==> config.mk <==
export PLATFORM = sky130hd
export DESIGN_NAME = dlx_mem_arbiter
export DESIGN_NICKNAME = d
export VERILOG_FILES = /design/src/rtl/dlx_pkg.sv /design/src/rtl/dlx_arb_pick.sv /design/src/rtl/dlx_mem_arbiter.sv
export SDC_FILE = /design/constraint.sdc
export NUM_CORES = 1
export LEC_CHECK = 0
export ABC_AREA = 1
export BUFFER_PORTS_ARGS = -buffer_cell sky130_fd_sc_hd__buf_2
export CAP_MARGIN = 20
export CELL_PAD_IN_SITES_DETAIL_PLACEMENT = 0
export CELL_PAD_IN_SITES_GLOBAL_PLACEMENT = 2
export CORE_MARGIN = 8
export CORE_UTILIZATION = 25
export CTS_CLUSTER_SIZE = 25
export DETAILED_ROUTE_END_ITERATION = 10
export GPL_TIMING_DRIVEN = 0
export PLACE_DENSITY_LB_ADDON = 0.08
export SYNTH_ARGS = -nofsm -noshare
export SYNTH_HDL_FRONTEND = slang
export SYNTH_SLANG_ARGS = --single-unit
==> constraint.sdc <==
create_clock -name clk -period 3.84 [get_ports clk]
set_input_delay 0.384 -clock clk [delete_from_list [all_inputs] [get_ports clk]]
set_output_delay 0.384 -clock clk [all_outputs]
set_load 0.02 [all_outputs]
==> src/rtl/dlx_pkg.sv <==
// Shared state encodings and requester IDs for the DLX memory arbiter.
// DLX_ARB_ROUND_ROBIN_EN (optional) switches dlx_arb_pick to round-robin ties.
package dlx_pkg;

  localparam int ARB_W = 2;

  typedef enum logic [ARB_W-1:0] {
    ARB_IDLE   = 2'd0,
    ARB_ACCESS = 2'd1,
    ARB_DONE   = 2'd2
  } arb_state_e;

  localparam logic REQ_CPU  = 1'b0;
  localparam logic REQ_HOST = 1'b1;

endpackage

==> src/rtl/dlx_arb_pick.sv <==
// Combinational grantee selection for the two-port memory arbiter.
// Macro DLX_ARB_ROUND_ROBIN_EN: ties go to the port not granted last.
module dlx_arb_pick
  import dlx_pkg::*;
(
  input  logic cpu_req,
  input  logic host_req,
  input  logic last_grant,
  output logic grantee
);

`ifdef DLX_ARB_ROUND_ROBIN_EN
  logic tie_host;
  assign tie_host = (last_grant == REQ_CPU);
  assign grantee  = (host_req & (~cpu_req | tie_host))
                  ? REQ_HOST : REQ_CPU;
`else
  logic unused_last;
  assign unused_last = last_grant;
  assign grantee     = (host_req & ~cpu_req)
                     ? REQ_HOST : REQ_CPU;
`endif

endmodule

==> src/rtl/dlx_mem_arbiter.sv <==
// CPU/host shared-memory arbiter: IDLE -> ACCESS (WAIT_CYCLES) -> DONE.
// Macro DLX_ARB_ROUND_ROBIN_EN enables round-robin tie breaking.
module dlx_mem_arbiter
  import dlx_pkg::*;
#(
  parameter int ADDR_W      = 16,
  parameter int DATA_W      = 32,
  parameter int WAIT_CYCLES = 2
) (
  input  logic              clk,
  input  logic              reset,
  input  logic              cpu_mr,
  input  logic              cpu_mw,
  input  logic [ADDR_W-1:0] cpu_addr,
  input  logic [DATA_W-1:0] cpu_wdata,
  output logic [DATA_W-1:0] cpu_rdata,
  output logic              cpu_busy,
  input  logic              host_mr,
  input  logic              host_mw,
  input  logic [ADDR_W-1:0] host_addr,
  input  logic [DATA_W-1:0] host_wdata,
  output logic [DATA_W-1:0] host_rdata,
  output logic              host_busy,
  output logic              mem_rd,
  output logic              mem_wr,
  output logic [ADDR_W-1:0] mem_addr,
  output logic [DATA_W-1:0] mem_wdata,
  input  logic [DATA_W-1:0] mem_rdata,
  output logic [ARB_W-1:0]  arb_state,
  output logic              grant_host
);

  localparam logic [3:0] CNT_LOAD = 4'(WAIT_CYCLES - 1);

  arb_state_e        state;
  logic [3:0]        cnt;
  logic              cpu_req;
  logic              host_req;
  logic              pick;
  logic              pick_wr;
  logic [ADDR_W-1:0] pick_addr;
  logic [DATA_W-1:0] pick_wdata;
  logic              in_done;

  assign cpu_req  = cpu_mr | cpu_mw;
  assign host_req = host_mr | host_mw;

  dlx_arb_pick u_pick (
    .cpu_req    (cpu_req),
    .host_req   (host_req),
    .last_grant (grant_host),
    .grantee    (pick)
  );

  // Write wins when a port raises mr and mw together.
  always_comb begin
    pick_wr    = cpu_mw;
    pick_addr  = cpu_addr;
    pick_wdata = cpu_wdata;
    if (pick == REQ_HOST) begin
      pick_wr    = host_mw;
      pick_addr  = host_addr;
      pick_wdata = host_wdata;
    end
  end

  always_ff @(posedge clk) begin
    if (reset) begin
      state      <= ARB_IDLE;
      cnt        <= '0;
      mem_rd     <= 1'b0;
      mem_wr     <= 1'b0;
      mem_addr   <= '0;
      mem_wdata  <= '0;
      cpu_rdata  <= '0;
      host_rdata <= '0;
      grant_host <= 1'b0;
    end else begin
      unique case (state)
        ARB_IDLE: begin
          if (cpu_req | host_req) begin
            state      <= ARB_ACCESS;
            cnt        <= CNT_LOAD;
            grant_host <= pick;
            mem_rd     <= ~pick_wr;
            mem_wr     <= pick_wr;
            mem_addr   <= pick_addr;
            mem_wdata  <= pick_wdata;
          end
        end
        ARB_ACCESS: begin
          if (cnt == 4'd0) begin
            state  <= ARB_DONE;
            mem_rd <= 1'b0;
            mem_wr <= 1'b0;
            if (mem_rd) begin
              if (grant_host == REQ_HOST)
                host_rdata <= mem_rdata;
              else
                cpu_rdata  <= mem_rdata;
            end
          end else begin
            cnt <= cnt - 4'd1;
          end
        end
        ARB_DONE: state <= ARB_IDLE;
        default:  state <= ARB_IDLE;
      endcase
    end
  end

  assign in_done   = (state == ARB_DONE);
  assign cpu_busy  = cpu_req
                   & ~(in_done & (grant_host == REQ_CPU));
  assign host_busy = host_req
                   & ~(in_done & (grant_host == REQ_HOST));
  assign arb_state = state;

endmodule

Word level (Yosys, flattened, before mapping)
Cells that the tools add are included.

operators by class
  bitwise gates (word level) = 13
  equality and inequality tests = 5
  mux-type cells = 15
  reductions and logical operators = 9
  $add $sub $neg = 1

operator list
  operator               count
  $mux W32               1
  $mux W16               1
  $mux W4                2
  $pmux W4 S2            1
  $reduce_and A4 Y1      2
  $ne A2 B2 Y1 const B   3
  $reduce_and A3 Y1      2
  $and A1 B1 Y1          5
  $mux W1                5
  $not A1 Y1             5
  $logic_not A4 Y1       1
  $mux W2                2
  $pmux W1 S2            2
  $pmux W2 S2            1
  $reduce_and A2 Y1      2
  $sub A4 B1 Y4 const B  1
  $or A1 B1 Y1           3
  $eq A2 B1 Y1 const B   1
  $eq A2 B2 Y1 const B   1
  $logic_not A2 Y1       1
  $reduce_bool A2 Y1     1

word-level totals
  bits of input ports = 134
  bits in registers = 121
  logic and storage cells = 52

Depth between registers and ports, before layout
Gate-level depths: netlist of run 1.

  depth after elaboration = 8
  depth in mapped cells = 9

Modules after synthesis
From an unflattened synthesis of run 1, not the netlist that was laid out.

second synthesis, totals
  cell total of the unflattened synthesis = 828
  area total of the unflattened synthesis = 5515.3 um^2

modules (own cells, without submodules)
  module           instances  area an instance (um^2)  cells each
  dlx_mem_arbiter  1          5505.3                   826
  dlx_arb_pick     1          10.0                     2

Worst setup path after synthesis of run 1
Ideal clock, no wire load.

  kind = reg-to-reg
  start = register state[0], in the netlist arb_state[0]
  end = register cpu_rdata[21]
  required time = 3.727 ns
  setup time = 0.113 ns
  stages on the path, launching flop included = 9
  arrival = 1.236 ns
  period minus slack after synthesis = 1.349 ns
  slack = 2.491 ns
  cells stage by stage = dfxtp_1 > inv_2 > nor2_4 > nand2_1 > nor2_8 > buf_6 > nand2_1 > nand2_1 > nor2_1

on the way
  word-level cells in the longest chain between the ends = 2

ends and longest elaborated chain
  item                         RTL line                text
  from (decl)                  dlx_mem_arbiter.sv:35   arb_state_e state;
  from (signal assigned)       dlx_mem_arbiter.sv:69   state <= ARB_IDLE;
  from (signal assigned)       dlx_mem_arbiter.sv:82   state <= ARB_ACCESS;
  from (signal assigned)       dlx_mem_arbiter.sv:93   state <= ARB_DONE;
  $eq A2 B1 Y1                 dlx_mem_arbiter.sv:79   unique case (state)
  $reduce_and A4 Y1 (no line)  -
  to (signal assigned)         dlx_mem_arbiter.sv:100  cpu_rdata <= mem_rdata;
  to (decl)                    dlx_mem_arbiter.sv:16   output logic [DATA_W-1:0] cpu_rdata,

No other way between the ends.
A chain may end at the register's enable or synchronous reset.

Worst setup path in the final report of run 1
  start = register state[1], in the netlist arb_state[1]
  end = output port host_busy

on the way
  word-level cells in the longest chain between the ends = 4

ends and longest elaborated chain
  item           RTL line                text
  $eq A2 B2 Y1   dlx_mem_arbiter.sv:112  assign in_done = (state == ARB_DONE);
  $and A1 B1 Y1  dlx_mem_arbiter.sv:116  & ~(in_done & (grant_host == REQ_HOST));
  $not A1 Y1     dlx_mem_arbiter.sv:116
  $and A1 B1 Y1  dlx_mem_arbiter.sv:116
  to (decl)      dlx_mem_arbiter.sv:23   output logic host_busy,

No other way between the ends.

==> results.md, run 1 <==
### Outcome
• finished, final reports clean — status

### Timing
• 2180 ps — final worst slack
• 0 — count of pins over their slew limit
• 0 — final count of hold timing violations
• 1660 ps — Final min period
• 0 — final setup violating endpoints
• 62.9% — relative slew slack
• 43.1% — post-route clock period utilization
• 12.3 ps — worst setup skew after layout
• false — setup repair after global routing missed its margin
• 604 MHz — peak clock frequency supported by timing
• 0 ps — Total Negative Setup Slacks
• 252 ps — final-layout worst hold slack
• 557 ps — Slew @ Worst Pin

### Final layout
• 1416 — fin cells
• buf_2 — most frequent standard cell in the layout excluding fill and tap cells
• 29.8% — proportion of layout cells with a drive suffix above 1
• 7930 µm² — post-layout instance area
• 1251 — nets@finish
• 41.3% — signed area change from the synthesized netlist to the final layout
• buf_2 (274), nand2_1 (266), inv_1 (143) — most used cells in the layout excluding fill and tap cells

### Route
• 0 — antenna viol nets, final
• 0 — number of design rule violations left after detail routing
• 208 — detailed router's first-iteration violation count
• 14.4 µm — per-cell routed wire length
• 20400 µm — total wirelength of the detailed-routed design
• 5824 — number of vias after detailed routing
• 4.11 — detailed-route vias per instance
• 4 — DR pass1 iterations

### Flow run
• 0 — number of maximum-capacitance constraint violations

### Power
• 2.99 mW — cell internal pwr
• 33.5% — relative contribution of sequential cells to total power
• 4.33 nW — static power due to leakage
• 1.28 mW — switching power total
• 29.9% — switching portion of total power
• 539 nW/µm² — areal power density over the cells
• 0.247 mV — maximum vdd ir drop
• 22.3% — share of total power in combinational logic
• 44.2% — Clk network pwr share

### Place
• 7220 µm² — instance area at placement
• 16200 µm — placed wire-length estimate after detailed placement
• 0.726 — routability-driven placement congestion ratio
• 1381 — Placed Cells incl. Taps
• 251 — Port Buffers
• 2130 ps — Place WS

### Yosys
• 5610 µm² — cell area after synthesis
• 981 — Post-Synthesis Net Count
• 6.64 µm² — synthesized area per cell
• 0 — count of warnings emitted by yosys
• 121 — number of synthesized register bits
• 20 — Cell variety after synth
• 845 — Cells after Synth
• 43.2% — sequential-to-total area share from yosys stat

### CTS
• 0 — count of buffers added by post-CTS timing repair for setup
• 60 ps — clock transition at the register clock pins on the worst setup and hold paths after CTS
• done — TritonCTS clock tree
• 0 — count of hold buffers inserted by post-cts repair
• 410 ps — clock insertion delay at the later pin of the skew report
• 0 — quantity of gates resized following cts
• 121 — number of sinks handled by clock tree synthesis
• 17 — Inserted Clock Buffers
• 2 — deepest clock path buffer count
• 4 — number of H-tree levels
• clkbuf_16 — library cell used as clock root buffer

### Critical path
• 410 ps — biggest cell delay along the critical path
• 3460 ps — Data required, critical path
• output port — crit path capture type
• flip-flop to output port — type of the worst setup path
• flip-flop — kind of start point of the critical path
• 4 — critical path fanouts, max
• nand2_1, o21ai_0, inv_1, buf_2 — cells along the critical path
• dfxtp_1 — cell with the largest stage delay on the worst path
• 1270 ps — arrival time of the worst setup path

### Global route
• 5871 — via count of the first global-routing pass
• 32200 µm — global-route wire length before repair
• 14.6% — GRT Overall Usage
• 8 — number of antenna violations at the first check in global routing
• 0 — residual overflow from global routing
• 17 — pin count of the biggest net entering global routing

### Floorplanning
• 25.1% — effective utilization at floorplan
• 166 µm — Die W
• 27500 µm² — Die Area
• 22400 µm² — core area
• 253 — boundary pin count
• 55 — Placement Rows
• 166 µm — overall die height

### Worst hold path
• input pin to flip-flop — worst hold path type

==> stage by stage <==
stage               util [%]  power [mW]
floorplan                  -        2.07
detailed placement      32.3        2.43
global placement        32.3        2.44
global route            35.4        4.51
CTS                     35.4        4.35
finish                  35.4        4.27
==> per-layer routing <==
metal,up-vias,GRT usage (%),wire (µm)
met5,-,0,63
met4,10,3.08,125
met3,19,6.75,1590
met2,164,24.0,9360
met1,2506,17.2,9260
li1,3125,-,-
==> power by group through the flow <==
| stage | Clock, mW | Combinational (mW) | Sequential (mW) |
|---|---|---|---|
| 2_1_floorplan | 0 | 0.482 | 1.59 |
| 3_3_place_gp | 0 | 0.981 | 1.45 |
| 3_5_place_dp | 0 | 0.975 | 1.46 |
| 4_1_cts | 1.94 | 0.979 | 1.43 |
| 5_1_grt | 1.99 | 1.08 | 1.45 |
| 6_report | 1.89 | 0.953 | 1.43 |
==> sequential cells by signal, summed over array words and instances (netlist names) <==
name,flops
mem_rd,1
mem_wr,1
grant_host,1
host_rdata,32
cnt,4
arb_state,2
cpu_rdata,32
mem_wdata,32
mem_addr,16
==> kinds of logic (layout without fill, tap and decap cells) <==
family          count (synthesis)  in the layout  share of synthesized area [%]
buf+inv                       200            483                           15.6
compound gates                 91             91                           8.12
flops                         121            121                           43.2
other cells                     0              3                              0
fa+ha+maj                       2              2                          0.446
simple gates                  431            431                           32.6
==> worst max-delay path, delay by kind of cell, from the launching register on <==
kind | cells | cell delay, ps
flip-flops | 1 | 410
AO/OA/AOI/OAI | 1 | 160
AND/OR/NAND/NOR | 1 | 90
buffers and inverters | 2 | 200
==> cell usage after synthesis <==
library cell | instances | share of area [%]
buf_1 | 5 | 0.33
o21ai_0 | 3 | 0.27
inv_2 | 4 | 0.27
nor2_2 | 2 | 0.22
a21oi_1 | 88 | 7.8
buf_6 | 8 | 1.6
nor2_8 | 1 | 0.36
buf_2 | 23 | 2.1
nand3_2 | 2 | 0.36
buf_4 | 10 | 1.3
clkbuf_1 | 7 | 0.47
nor2_1 | 70 | 4.7
dfxtp_1 | 121 | 43
nand3b_1 | 1 | 0.13
inv_1 | 143 | 9.6
nand4_1 | 32 | 3.6
nand2_1 | 266 | 18
ha_1 | 2 | 0.45
nand3_1 | 53 | 4.7
nor2_4 | 4 | 0.80
==> final timing paths <==
path	to	cells past startpoint	slack [ps]	startpoint
worst min register to register	host_rdata[16]	2	460	host_rdata[16]
worst max-delay path	host_busy	4	2180	arb_state[1]
worst min-delay path	host_rdata[17]	3	250	mem_rdata[17]
worst max register to register	host_rdata[25]	8	2220	cnt[0]
==> area by class of cell <==
| type | instances | area (µm²) |
|---|---|---|
| tap | 285 | 357 |
| inverter | 147 | 552 |
| fill | 2548 | 14400 |
| antenna | 3 | 7.51 |
| timing repair buffer | 251 | 1260 |
| sequential | 121 | 2420 |
| multi-input combinational | 524 | 2310 |
| clock buffer | 22 | 484 |
| clock inverter | 10 | 211 |
| buffer | 53 | 325 |
No activity file was read; power rests on OpenSTA's default activity.
==> run 2: changes to the inputs <==
--- a/config.mk
+++ b/config.mk
@@ -5,13 +5,13 @@
 export SDC_FILE = /design/constraint.sdc
 export NUM_CORES = 1
 export LEC_CHECK = 0
-export ABC_AREA = 1
+export ABC_AREA = 0
 export BUFFER_PORTS_ARGS = -buffer_cell sky130_fd_sc_hd__buf_2
 export CAP_MARGIN = 20
 export CELL_PAD_IN_SITES_DETAIL_PLACEMENT = 0
 export CELL_PAD_IN_SITES_GLOBAL_PLACEMENT = 2
 export CORE_MARGIN = 8
-export CORE_UTILIZATION = 25
+export CORE_UTILIZATION = 23
 export CTS_CLUSTER_SIZE = 25
 export DETAILED_ROUTE_END_ITERATION = 10
 export GPL_TIMING_DRIVEN = 0
==> constraint.sdc (replaced) <==
create_clock -name clk -period 1.4 [get_ports clk]
set_input_delay 0.14 -clock clk [delete_from_list [all_inputs] [get_ports clk]]
set_output_delay 0.14 -clock clk [all_outputs]
set_load 0.02 [all_outputs]
==> results.md, run 2 <==
### Final layout
• buf_2 — most frequent standard cell in the layout excluding fill and tap cells, unchanged
• 39.2% — final core utilization, was 35.4%
• buf_2 (252), dfxtp_1 (113), nand3_1 (107) — most used cells in the layout excluding fill and tap cells, was buf_2 (274), nand2_1 (266), inv_1 (143)
• 45.2% — proportion of layout cells with a drive suffix above 1, was 29.8%
• cpu_rdata: 32 flops, host_rdata: 32 flops, mem_wdata: 32 flops — registers with the most flip-flops, unchanged
• 1136 — nets@finish, was 1251
• 68.2% — signed area change from the synthesized netlist to the final layout, was 41.3%

### Critical path
• 1680 ps — Data required, critical path, was 3460 ps
• 1800 ps — arrival time of the worst setup path, was 1270 ps
• flip-flop to flip-flop — type of the worst setup path, was flip-flop to output port
• flip-flop — crit path capture type, was output port
• 6 — critical path fanouts, max, was 4
• arb_state[0] — Critical Path Start, was arb_state[1]
• -120 ps — slack of the worst reg-to-reg path, was 2220 ps
• arb_state[0] — Reg2Reg Launch Point, was cnt[0]
• flip-flop — kind of start point of the critical path, unchanged

### Global route
• 4 — number of antenna violations at the first check in global routing, was 8
• 20 — pin count of the biggest net entering global routing, was 17
• 0 — residual overflow from global routing, unchanged
• 17.2% — GRT Overall Usage, was 14.6%
• 6837 — via count of the first global-routing pass, was 5871
• 39300 µm — global-route wire length before repair, was 32200 µm

### Yosys
• 0 — count of warnings emitted by yosys, unchanged
• 0.461% — adder-cell area share of the yosys netlist, was 0.446%
• 44.6% — area share of the largest cell type after synthesis, was 43.2%
• dfxtp_1 — prevailing post-synth register cell, unchanged
• 782 — Post-Synthesis Net Count, was 981
• 121 — number of synthesized register bits, unchanged
• 0% — Synth Area in XOR/XNOR, unchanged
• compound AO/OA/AOI/OAI gates — combinational family with the most area after synthesis, was simple AND/OR/NAND/NOR gates
• 44.6% — sequential-to-total area share from yosys stat, was 43.2%
• 0% — Post-synth ARST share, unchanged
• dfxtp_1 — largest area contributor in the synthesized netlist, unchanged
• 14.0% — basic-gate share of the synthesized area counting and, or, nand and nor cells, was 32.6%
• 33.8% — post-synthesis compound-gate area fraction, was 8.12%
• 8.41 µm² — synthesized area per cell, was 6.64 µm²
• 0 — number of enable flip-flop cells after synthesis, unchanged
• dfxtp_1 (45%), nand3_1 (11%), a21oi_1 (9.8%) — main area contributors after synthesis, was dfxtp_1 (43%), nand2_1 (18%), inv_1 (9.6%)
• 5430 µm² — cell area after synthesis, was 5610 µm²
• 0% — mux share of post-synthesis cell area, unchanged
• 42 — Cell variety after synth, was 20
• dfxtp_1 — most frequently used cell type in the post-synthesis netlist, was nand2_1
• 646 — Cells after Synth, was 845
• dfxtp_1 (121), nand3_1 (114), a21oi_1 (106) — top cells by count, synth, was nand2_1 (266), inv_1 (143), dfxtp_1 (121)

### Outcome
• complete, but fails checks — status, was finished, final reports clean
• setup timing — violations in the final reports

### CTS
• 17 — Inserted Clock Buffers, unchanged
• done — TritonCTS clock tree, unchanged
• 420 ps — clock insertion delay at the later pin of the skew report, was 410 ps
• 4 — number of H-tree levels, unchanged
• 121 — number of sinks handled by clock tree synthesis, unchanged
• 60 ps — clock transition at the register clock pins on the worst setup and hold paths after CTS, about the same
• clkbuf_16 — library cell used as clock root buffer, unchanged
• 2 — deepest clock path buffer count, unchanged

### Timing
• 109% — post-route clock period utilization
• 46 — final setup violating endpoints, was 0
• 1520 ps — Final min period
• 0 — count of pins over their slew limit, unchanged
• 54.3% — relative slew slack, was 62.9%
• 12.6 ps — worst setup skew after layout, was 12.3 ps
• 685 ps — Slew @ Worst Pin, was 557 ps
• true — setup repair after global routing missed its margin, was false
• 0 — final count of hold timing violations, unchanged
• -122 ps — final worst slack, was 2180 ps
• 657 MHz — peak clock frequency supported by timing

### Route
• 5 — DR pass1 iterations, was 4
• 4.87 — detailed-route vias per instance, was 4.11
• 19.3 µm — per-cell routed wire length, was 14.4 µm
• 0 — number of design rule violations left after detail routing, unchanged
• 6495 — number of vias after detailed routing, was 5824
• 0 — antenna viol nets, final, unchanged
• 253 — detailed router's first-iteration violation count, was 208
• 25700 µm — total wirelength of the detailed-routed design, was 20400 µm

### Place
• 251 — Port Buffers, unchanged
• 0.776 — routability-driven placement congestion ratio, was 0.726
• 18900 µm — placed wire-length estimate after detailed placement, was 16200 µm

### Power
• 0.566 mV — maximum vdd ir drop, was 0.247 mV
• 11.6 mW — total power draw, was 4.27 mW
• 3.67 nW — static power due to leakage, was 4.33 nW
• 1270 nW/µm² — areal power density over the cells, was 539 nW/µm²

### Floorplanning
• 170 µm — Die W, was 166 µm
• 23300 µm² — core area, was 22400 µm²
• 170 µm — overall die height, was 166 µm
• 28800 µm² — Die Area, was 27500 µm²
• 253 — boundary pin count, unchanged
• 56 — Placement Rows, was 55
• 23.3% — effective utilization at floorplan, was 25.1%

### Flow run
• 0 — number of maximum-capacitance constraint violations, unchanged

### Worst hold path
• mem_rdata[14] — startpoint of the worst hold path, was mem_rdata[17]
• input pin to flip-flop — worst hold path type, unchanged

-- run 2: cell count changes after synthesis, moves of 47 or more --
cell / before / now
inv_1: 143 / 8
o21ai_0: 3 / 94
clkbuf_1: 7 / 54
nand2_1: 266 / 4
nor2_1: 70 / 4
nand3_1: 53 / 114
-- run 2: report_power, final --
group	internal, mW	leakage [nW]	switching, mW
Clock	2.48	0.272	1.76
Sequential	3.74	0.993	0.199
Combinational	1.50	2.41	1.95
-- run 2: cell families after synthesis --
group,count (synthesis)
simple gates,143
buf+inv,89
flops,121
compound gates,291
fa+ha+maj,2
-- run 2: metrics by stage --
stage                     area (µm²)  setup TNS, ps  hold slack, ps  std cells  setup WS (ps)
final                           9140          -2450            16.0       1333           -122
after CTS                       8680          -5470           0.134       1317          -94.1
after global placement          7180         -43030             408       1216           -496
after floorplan                 5520          -1540             288        646          -64.1
after global routing            9140          -6150            6.79       1333           -149
after detailed placement        7180         -47370             414       1216           -527
-- run 2: area by class of cell --
type	count	area, µm²
Multi-Input combinational cell	436	2950
Clock buffer	21	482
Buffer	77	591
Clock inverter	11	85.1
Timing Repair Buffer	339	2150
Antenna cell	1	2.50
Sequential cell	121	2440
Tap cell	319	399
Fill cell	2437	14200
Inverter	8	35.0
-- run 2: critical path, cell delays in order, from the launching register on --
cell,delay (ps)
dfxtp_4,380
or3b_4,450
buf_12,180
buf_4,150
o21ai_2,150
a21oi_1,80
-- run 2: timing repair --
| action | 4_1_cts | 5_1_grt |
|---|---|---|
| resized for setup | 86 | 110 |
| endpoints found under the hold margin | 79 | 0 |
| cloned | 2 | 2 |
| hold buffers | 58 | 0 |
| pin swaps | 14 | 31 |
| setup endpoints to repair | 123 | 120 |
| buffers inserted | 13 | 13 |
-- run 2: worst paths after layout --
path	cells past startpoint	to
worst min-delay path	3	cpu_rdata[14]
worst min register to register	2	host_rdata[30]
worst max-delay path	5	cpu_rdata[1]
worst max register to register	5	cpu_rdata[1]
-- run 2: per-layer routing --
layer | GRT usage (%) | vias to the layer above | part of all wire [%]
met1 | 20.4 | 3096 | 42
li1 | - | 3141 | -
met5 | 0 | - | 0.12
met3 | 5.68 | 32 | 7.5
met2 | 29.0 | 220 | 48
met4 | 5.31 | 6 | 1.6
==> run 3: changes to the inputs <==
--- a/config.mk
+++ b/config.mk
@@ -11,7 +11,8 @@
 export CELL_PAD_IN_SITES_DETAIL_PLACEMENT = 0
 export CELL_PAD_IN_SITES_GLOBAL_PLACEMENT = 2
 export CORE_MARGIN = 8
-export CORE_UTILIZATION = 23
+export CORE_UTILIZATION = 25
+export CTS_CLUSTER_DIAMETER = 60
 export CTS_CLUSTER_SIZE = 25
 export DETAILED_ROUTE_END_ITERATION = 10
 export GPL_TIMING_DRIVEN = 0
==> constraint.sdc (replaced) <==
create_clock -name clk -period 1.8 [get_ports clk]
set_input_delay 0.18 -clock clk [delete_from_list [all_inputs] [get_ports clk]]
set_output_delay 0.18 -clock clk [all_outputs]
set_load 0.02 [all_outputs]
==> results.md, run 3 (same netlist as run 2, synthesis figures left out) <==
### Outcome
• finished, final reports clean — status, was complete, but fails checks

### Critical path
• 370 ps — biggest cell delay along the critical path, was 450 ps
• or2_2 — cell with the largest stage delay on the worst path, was or3b_4
• 10 — critical path fanouts, max, was 6
• flip-flop — crit path capture type, unchanged
• 1980 ps — arrival time of the worst setup path, was 1800 ps
• 6 — count of cells along the worst register-to-register path, was 5
• flip-flop — kind of start point of the critical path, unchanged
• flip-flop to flip-flop — type of the worst setup path, unchanged
• buf_2, or2_2, nor2_2, buf_4, buf_6, a311oi_2 — cells along the critical path, was or3b_4, buf_12, buf_4, o21ai_2, a21oi_1
• 2060 ps — Data required, critical path, was 1680 ps

### Power
• 8.29 mW — total power draw, was 11.6 mW
• 5.52 mW — cell internal pwr, was 7.72 mW
• 36.8% — relative contribution of sequential cells to total power, was 33.8%
• 3.12 nW — static power due to leakage, was 3.67 nW
• 33.5% — switching portion of total power, was 33.6%
• 38.9% — Clk network pwr share, was 36.4%
• 2.78 mW — switching power total, was 3.91 mW
• 1080 nW/µm² — areal power density over the cells, was 1270 nW/µm²
• 24.3% — share of total power in combinational logic, was 29.7%
• 0.579 mV — maximum vdd ir drop, was 0.566 mV

### Timing
• 50.6% — relative slew slack, was 54.3%
• 0 ps — Total Negative Setup Slacks, was -2450 ps
• 95.4% — post-route clock period utilization, was 109%
• 0 — count of pins over their slew limit, unchanged
• 741 ps — Slew @ Worst Pin, was 685 ps
• 0 — final count of hold timing violations, unchanged
• 1720 ps — Final min period, was 1520 ps
• 582 MHz — peak clock frequency supported by timing, was 657 MHz
• 82.8 ps — final worst slack, was -122 ps
• 8.21 ps — worst setup skew after layout, was 12.6 ps
• 0 — final setup violating endpoints, was 46

### Final layout
• cpu_rdata: 32 flops, host_rdata: 32 flops, mem_wdata: 32 flops — registers with the most flip-flops, unchanged
• buf_2 — most frequent standard cell in the layout excluding fill and tap cells, unchanged
• 38.8% — proportion of layout cells with a drive suffix above 1, was 45.2%
• 1052 — nets@finish, was 1136
• buf_2 (262), dfxtp_1 (120), nand3_1 (114) — most used cells in the layout excluding fill and tap cells, was buf_2 (252), dfxtp_1 (113), nand3_1 (107)
• 40.9% — signed area change from the synthesized netlist to the final layout, was 68.2%

### Route
• 322 — detailed router's first-iteration violation count, was 253
• 0 — number of design rule violations left after detail routing, unchanged
• 23200 µm — total wirelength of the detailed-routed design, was 25700 µm
• 0 — antenna viol nets, final, unchanged
• 5 — DR pass1 iterations, unchanged
• 6087 — number of vias after detailed routing, was 6495
• 5.03 — detailed-route vias per instance, was 4.87
• 19.2 µm — per-cell routed wire length, was 19.3 µm

### CTS
• 2 — deepest clock path buffer count, unchanged
• 17 — Inserted Clock Buffers, unchanged
• 60 ps — clock transition at the register clock pins on the worst setup and hold paths after CTS, about the same
• clkbuf_16 — library cell used as clock root buffer, unchanged
• 4 — number of H-tree levels, unchanged
• 0 — count of hold buffers inserted by post-cts repair, was 58
• 121 — number of sinks handled by clock tree synthesis, unchanged
• 410 ps — clock insertion delay at the later pin of the skew report, was 420 ps
• done — TritonCTS clock tree, unchanged

### Global route
• 17 — pin count of the biggest net entering global routing, was 20
• 6484 — via count of the first global-routing pass, was 6837
• 0 — residual overflow from global routing, unchanged
• 17.0% — GRT Overall Usage, was 17.2%
• 35700 µm — global-route wire length before repair, was 39300 µm
• 4 — number of antenna violations at the first check in global routing, unchanged

### Worst hold path
• 3 — number of stages on the worst hold path, unchanged
• input pin to flip-flop — worst hold path type, unchanged

### Floorplanning
• 163 µm — overall die height, was 170 µm
• 21600 µm² — core area, was 23300 µm²
• 25.2% — effective utilization at floorplan, was 23.3%
• 253 — boundary pin count, unchanged
• 163 µm — Die W, was 170 µm
• 26700 µm² — Die Area, was 28800 µm²
• 54 — Placement Rows, was 56

### Place
• 0.751 — routability-driven placement congestion ratio, was 0.776
• -181 ps — Place WS, was -527 ps
• 18100 µm — placed wire-length estimate after detailed placement, was 18900 µm
• 251 — Port Buffers, unchanged

### Flow run
• 0 — number of maximum-capacitance constraint violations, unchanged

## run 3: changes by cell type in the layout (fill, tap and decap cells not counted), moves of 7 or more
cell / change
buf_2: +10
buf_4: -25
buf_6: -15
clkbuf_1: +9
clkbuf_2: +13
dfxtp_1: +7
dlygate4sd3_1: -58
nand3_1: +7
nand3_2: -7
o21ai_0: +34
o21ai_2: -27
## run 3: path summary, 6_finish.rpt
check / startpoint / endpoint / slack (ps)
hold / removal: mem_rdata[21] / cpu_rdata[21] / 30
setup / recovery: arb_state[1] / mem_addr[9] / 80
setup reg to reg: arb_state[1] / mem_addr[9] / 80
hold reg to reg: host_rdata[28] / host_rdata[28] / 470
## run 3: what timing repair did
item | in CTS | in global routing
gates resized for setup | 14 | 28
buffers inserted | 0 | 1
pin swaps | 0 | 2
gates cloned | 0 | 0
endpoints found under the setup margin | 68 | 85
## run 3: cell type report
cell class                 count  area [µm²]
inverter                       8        30.0
multi-input combinational    436        2630
clock inverter                14         123
tap                          280         350
antenna                        2        5.00
sequential                   121        2420
clock buffer                  18         429
timing repair buffer         252        1260
fill                        2328       13900
buffer                        80         398
## run 3: routing by layer
layer,track usage [%],wire [µm]
met2,28.7,11100
met5,0,24
met3,6.88,2160
met4,5.80,380
met1,18.9,9560
## run 3: power by group through the flow
stage               logic (mW)  registers, mW  clock network [mW]
floorplan                0.985           3.34                   0
global placement          1.99           3.10                   0
detailed placement        2.01           3.10                   0
CTS                       2.03           3.05                3.31
global route              2.20           3.08                3.45
finish                    2.02           3.05                3.23
## run 3: critical path: cells and delay by family, from the launching register on
family | cells | cell delay (ps)
buf+inv | 3 | 600
simple gates | 2 | 530
flops | 1 | 320
compound gates | 1 | 100
## run 3: stage by stage
step	instances	cell area, µm²	hold slack [ps]	utilization (%)
after global routing	1209	7650	18.4	35.5
final	1211	7650	29.4	35.5
after CTS	1209	7610	8.89	35.3
after floorplan	646	5430	328	-
after global placement	1177	7040	449	32.6
after detailed placement	1177	7040	454	32.6
